$ cat src/rtl/pc_sequencer.sv
// Fetch-stage next-PC selection: reset, trap, redirect, return-stack pop, stall hold or increment.
// Optional return address stack enabled by defining PC_RAS_EN.
module pc_sequencer #(
    parameter int unsigned          PC_W      = 16,
    parameter int unsigned          STEP      = 4,
    parameter logic [PC_W-1:0]      RESET_VEC = '0,
    parameter logic [PC_W-1:0]      TRAP_VEC  = 'h0010,
    parameter int unsigned          RAS_DEPTH = 4
) (
    input  logic            clk,
    input  logic            reset,
    input  logic            stall,
    input  logic            trap,
    input  logic            redirect_valid,
    input  logic [PC_W-1:0] redirect_target,
    input  logic            call,
    input  logic            ret,
    output logic [PC_W-1:0] pc,
    output logic [PC_W-1:0] epc,
    output logic            misalign,
    output logic            ras_empty,
    output logic            ras_full,
    output logic            ras_underflow
);

    localparam logic [PC_W-1:0] STEP_V     = PC_W'(STEP);
    localparam logic [PC_W-1:0] ALIGN_MASK = PC_W'(STEP - 1);

    logic [PC_W-1:0] pc_q, pc_d;
    logic [PC_W-1:0] epc_q, epc_d;
    logic            mis_q, mis_d;
    logic            uf_q, uf_d;
    logic            push, pop;
    logic [PC_W-1:0] pc_inc;

    assign pc_inc = pc_q + STEP_V;

`ifdef PC_RAS_EN
    localparam int unsigned PTR_W = $clog2(RAS_DEPTH);
    localparam int unsigned CNT_W = PTR_W + 1;

    logic [PC_W-1:0]  ras_q [RAS_DEPTH];
    logic [PTR_W-1:0] ptr_q, ptr_d;
    logic [CNT_W-1:0] cnt_q, cnt_d;
    logic [PTR_W-1:0] top_idx;

    // ptr_q is the next write slot; a push onto a full stack overwrites the oldest entry.
    assign top_idx = ptr_q - PTR_W'(1);

    always_comb begin
        ptr_d = ptr_q;
        cnt_d = cnt_q;
        if (push) begin
            ptr_d = ptr_q + PTR_W'(1);
            if (cnt_q != CNT_W'(RAS_DEPTH)) cnt_d = cnt_q + CNT_W'(1);
        end else if (pop) begin
            ptr_d = top_idx;
            cnt_d = cnt_q - CNT_W'(1);
        end
    end

    always_ff @(posedge clk) begin
        if (reset) begin
            ptr_q <= '0;
            cnt_q <= '0;
        end else begin
            ptr_q <= ptr_d;
            cnt_q <= cnt_d;
        end
    end

    always_ff @(posedge clk) begin
        if (!reset && push) ras_q[ptr_q] <= pc_inc;
    end

    assign ras_empty     = (cnt_q == '0);
    assign ras_full      = (cnt_q == CNT_W'(RAS_DEPTH));
    assign ras_underflow = uf_q;
`else
    logic unused_ok;
    assign unused_ok     = ^{call, ret, push, pop, uf_q, 32'(RAS_DEPTH)};
    assign ras_empty     = 1'b1;
    assign ras_full      = 1'b0;
    assign ras_underflow = 1'b0;
`endif

    always_comb begin
        pc_d  = pc_q;
        epc_d = epc_q;
        mis_d = 1'b0;
        uf_d  = 1'b0;
        push  = 1'b0;
        pop   = 1'b0;
        if (trap) begin
            pc_d  = TRAP_VEC;
            epc_d = pc_q;
        end else if (redirect_valid) begin
            if ((redirect_target & ALIGN_MASK) != '0) begin
                pc_d  = TRAP_VEC;
                epc_d = pc_q;
                mis_d = 1'b1;
            end else begin
                pc_d = redirect_target;
                push = call;
            end
        end
`ifdef PC_RAS_EN
        else if (ret) begin
            if (cnt_q != '0) begin
                pc_d = ras_q[top_idx];
                pop  = 1'b1;
            end else begin
                pc_d = pc_inc;
                uf_d = 1'b1;
            end
        end
`endif
        else if (!stall) begin
            pc_d = pc_inc;
        end
    end

    always_ff @(posedge clk) begin
        if (reset) begin
            pc_q  <= RESET_VEC;
            epc_q <= '0;
            mis_q <= 1'b0;
            uf_q  <= 1'b0;
        end else begin
            pc_q  <= pc_d;
            epc_q <= epc_d;
            mis_q <= mis_d;
            uf_q  <= uf_d;
        end
    end

    assign pc       = pc_q;
    assign epc      = epc_q;
    assign misalign = mis_q;

endmodule
$ cat config.mk
export PLATFORM = sky130hd
export DESIGN_NAME = pc_sequencer
export DESIGN_NICKNAME = d
export VERILOG_FILES = /design/src/rtl/pc_sequencer.sv
export SDC_FILE = /design/constraint.sdc
export NUM_CORES = 1
export LEC_CHECK = 0
export ABC_AREA = 0
export CELL_PAD_IN_SITES_DETAIL_PLACEMENT = 0
export CELL_PAD_IN_SITES_GLOBAL_PLACEMENT = 1
export CORE_MARGIN = 1
export CORE_UTILIZATION = 29
export CTS_CLUSTER_DIAMETER = 150
export DETAILED_ROUTE_END_ITERATION = 10
export PLACE_DENSITY = 0.74
export SYNTH_ARGS = -nofsm -noshare
export SYNTH_HDL_FRONTEND = slang
export SYNTH_SLANG_ARGS = --single-unit
$ cat constraint.sdc
create_clock -name clk -period 1.5 [get_ports clk]
set_clock_uncertainty 0.05 [all_clocks]
set_input_delay 0.15 -clock clk [delete_from_list [all_inputs] [get_ports clk]]
set_output_delay 0.15 -clock clk [all_outputs]
set_load 0.005 [all_outputs]
; ---- Word-level counts from Yosys, hierarchy flattened
; Index checks and enable logic that the tools add are counted.
[word_totals]
inputBits = 23
reg_bits = 33
out_inout_bits = 36
wordCells = 22
[op_classes]
reduce_logical = 6
bitwise_logic = 1
mux = 8
eq_ne = 2
n_addsub = 1
[ops]
columns = operator, count
row1 = $mux W16, 6
row2 = $add A16 B3 Y16 const B, 1
row3 = $reduce_bool A16 Y1, 1
row4 = $mux W5, 1
row5 = $reduce_bool A2 Y1, 2
row6 = $ne A3 B1 Y1 const B, 1
row7 = $reduce_or A3 Y1, 1
row8 = $ne A2 B1 Y1 const B, 1
row9 = $reduce_and A2 Y1, 1
row10 = $reduce_or A2 Y1, 1
row11 = $mux W1, 1
row12 = $not A1 Y1, 1

; ---- Depth between registers and ports, before layout
[logic_depth]
word_depth = 4
ltp_mapped = 6
mapped_depth_nobuf = 5

; ---- Worst setup path before layout
; OpenSTA, ideal clock, no wires.
[synth_timing]
path_kind = flip-flop to flip-flop
from = register pc_q[2] (netlist: pc[2])
to = register pc_q[14] (netlist: pc[14])
path_stages_with_launch = 6
path_buffers = 0
t_required_ns = 1.331
period_less_slack_ns = 1.522
setup_time_ns = 0.119
path_slack_ns = -0.022
arrival_ns = 1.353
path_cell_list = dfxtp_1 -> ha_1 -> nand4_2 -> nor4_2 -> xnor2_1 -> o21ai_1
[synth_between]
elab_chain_cells = 3
[synth_lines]
columns = item, line
row1 = "start, declared", 29  ; logic [PC_W-1:0] pc_q, pc_d;
row2 = "start signal, assigned", 130  ; pc_q <= pc_d;
row3 = $add A16 B3 Y16, 36  ; assign pc_inc = pc_q + STEP_V;
row4 = $mux W16, 118  ; else if (!stall) begin
row5 = $mux W16, 97  ; end else if (redirect_valid) begin
; Every way passes these cells. The select of a mux whose other input is x is not followed.
; A chain may end at the register's enable or synchronous reset.

; ---- Worst setup path in the final report
[layout_timing]
from = register pc_q[5] (netlist: pc[5])
to = output port pc[5]
[layout_lines]
columns = item, line
row1 = "end, declared", 18  ; output logic [PC_W-1:0] pc,
; No word-level cell between the ends.

==> run summary <==
Crit. End Element: output pin
final global-route overflow total: 0
Max Slew Vio Count: 0
met3 usage: 0.0423
Max-Cap Viols: 0
CTS Buf Count: 5
RSZ-0062 raised after global routing: no
Post-Route WL: 4490 um
Leakage: 1.04 nW
Post-synth EDFFs: 0
top cell types by occurrence after synthesis: dfxtp_1 (33), nor2_1 (25), mux2i_1 (16)
TNS Setup: 0 ps
Final Hold Slack: 241 ps
YS warnings: 0
row count: 26
TritonCTS clock tree: built
Final Cycle Share: 0.972
met1 usage: 0.232
Worst Setup Slack, final: 42.6 ps
PwrDens: 707 nW/um^2
cts hold-fix bufs: 0
CTS Root Cell: clkbuf_8
worst hold path type: in2reg
Fmax achieved: 686 MHz
area delta synth->final: 63.2%
largest buffer count on any clock path: 2
Worst-Skew Late Latency: 290 ps
Pwr Total: 1.81 mW
crit path time final: 1460 ps
Peak VDD IR: 0.332 mV
Die Wd: 75.6 um
Comb power frac: 0.144
clock power share: 0.362
post-synth cell types: 44
Avg Inst Size Synth: 9.18 sq um
pin count of the biggest net entering global routing: 15
most frequent cell after synthesis: dfxtp_1
TritonCTS Sinks: 33
met2 GRT Util: 0.268
Antenna diodes: 0
ys flop type: dfxtp_1
Initial DRC Count: 84
Starting Density: 0.304
post-synth top area share: 0.421
grt peak-use layer: met2
Sw Share: 0.253
Hold Vio Cnt, Final: 0
gpl congestion: 0.845
layout cells sized above 1: 0.263
largest cells by area after synthesis: dfxtp_1 (42%), mux2i_1 (10%), nor2_1 (6.0%), a21oi_1 (3.5%), nand2_1 (2.9%)
DP HPWL: 3440 um
# nets final: 285
Routed Antenna Nets: 0
Routed WL per cell: 13.5 um
drt via density: 4.74
gr usage total: 0.172
WS Path Type: reg2out
Non-Filler Instances: 332
Seq/Total Area, Yosys: 0.421
clock slew at reported path FFs: 70 ps
first-pass detailed-route iteration total: 4
IO buf count: 53
Cells after DPL: 321
number of global-route vias before repair: 1404
Yosys reg bits: 33
initial antenna violation count: 0
via count: 1573
Die H: 75.6 um
setup violators final: 0
cell-internal power: 1.35 mW
io pins: 59
DRC: 0
Worst Path Max Fanout: 5
Switch Pwr: 0.458 mW
power share of the sequential group: 0.494
area leader, netlist: dfxtp_1
nature of the critical path startpoint: flop
Core ar.: 5170 sq um
first-pass GRT wire length: 7160 um
Worst Path Arrival: 1260 ps
Async SR Flop Fraction: 0
H-Tree Depth: 2
Syn Std Cell Area: 1570 sq um
Syn Inst Count: 171
Place WS: -195 ps
outcome: finished clean
die area: 5710 sq um
CP required: 1300 ps
[routing by layer]
layer	wire length [um]	vias up
met1	2170	731
met5	0	-
met4	53	0
met2	2070	47
li1	-	791
met3	203	4
[final cells by class]
| class | count | area, sq um |
|---|---|---|
| Timing Repair Buffer | 92 | 830 |
| Fill cell | 471 | 2610 |
| Multi-Input combinational cell | 127 | 873 |
| Tap cell | 70 | 87.6 |
| Clock inverter | 2 | 10.0 |
| Inverter | 2 | 7.51 |
| Sequential cell | 33 | 682 |
| Clock buffer | 6 | 72.6 |
[worst paths after layout]
kind / startpoint / end / slack (ps) / cells after the start
worst max-delay path: pc[5]$_SDFFE_PP0P_ / pc[5] / 40 / 2
worst min-delay path: redirect_valid / misalign$_SDFF_PP0_ / 240 / 3
worst max register to register: pc[2]$_SDFFE_PP0P_ / pc[11]$_SDFFE_PP0P_ / 80 / 6
worst min register to register: epc[0]$_SDFFE_PP0P_ / epc[0]$_SDFFE_PP0P_ / 440 / 2
[critical path: stages (launching register included)]
cell and delay [ps]:
dfxtp_4 350, buf_4 130, clkdlybuf4s50_1 500
[metrics by stage]
stage / cell area [sq um] / util
floorplan: 1580 / -
finish: 2560 / 0.495
global placement: 2400 / 0.465
global route: 2560 / 0.495
CTS: 2500 / 0.484
detailed placement: 2400 / 0.465
[flip-flops by register name (all words and copies together), names as in the netlist, named ones only]
name,cells
epc,16
pc,14
misalign,1
[repair_timing]
action | 4_1_cts | 5_1_grt
setup buffers | 1 | 2
resized for setup | 9 | 12
endpoints found under the setup margin | 6 | 13
pin swaps | 0 | 2
[kinds of logic (layout without fill, tap and decap cells)]
kind of cell | Yosys count | in the layout | share of synthesized area
XOR/XNOR | 4 | 4 | 0.0223
AND/OR/NAND/NOR | 68 | 68 | 0.244
flip-flops | 33 | 33 | 0.421
multiplexers | 16 | 16 | 0.102
buffers and inverters | 12 | 102 | 0.0462
adder cells (fa/ha/maj) | 1 | 1 | 0.00797
other | 2 | 3 | 0.00478
AO/OA/AOI/OAI | 35 | 35 | 0.152
[cell usage in the layout (no fill, tap or decap), types with 2 or more instances in the layout]
master / Yosys / routed
nor3_1: 3 / 3
nand2_1: 12 / 12
clkbuf_8: 0 / 5
nand3_1: 3 / 3
xnor2_1: 4 / 4
nor4_1: 2 / 2
mux2i_1: 16 / 16
dlymetal6s2s_1: 0 / 2
inv_1: 2 / 2
dfxtp_2: 0 / 8
a22oi_1: 2 / 2
nor2b_1: 3 / 2
nand4_1: 2 / 2
a21oi_1: 11 / 11
dfxtp_1: 33 / 22
a2bb2oi_1: 2 / 2
nor2_1: 25 / 25
dfxtp_4: 0 / 3
o2bb2ai_1: 3 / 3
conb_1: 2 / 3
clkinv_2: 0 / 2
buf_4: 3 / 38
o21ai_1: 4 / 4
a211oi_1: 2 / 2
o21ai_0: 2 / 2
dlygate4sd2_1: 0 / 2
nor3b_1: 3 / 3
and3_1: 4 / 4
clkdlybuf4s50_1: 0 / 49
[power groups by stage]
stage	logic [mW]	clock network (mW)	registers, mW
2_1_floorplan	0.104	0	0.922
3_3_place_gp	0.260	0	0.919
3_5_place_dp	0.259	0	0.919
4_1_cts	0.259	0.670	0.897
5_1_grt	0.282	0.701	0.897
6_report	0.260	0.656	0.896
No activity file was read; power rests on OpenSTA's default activity.
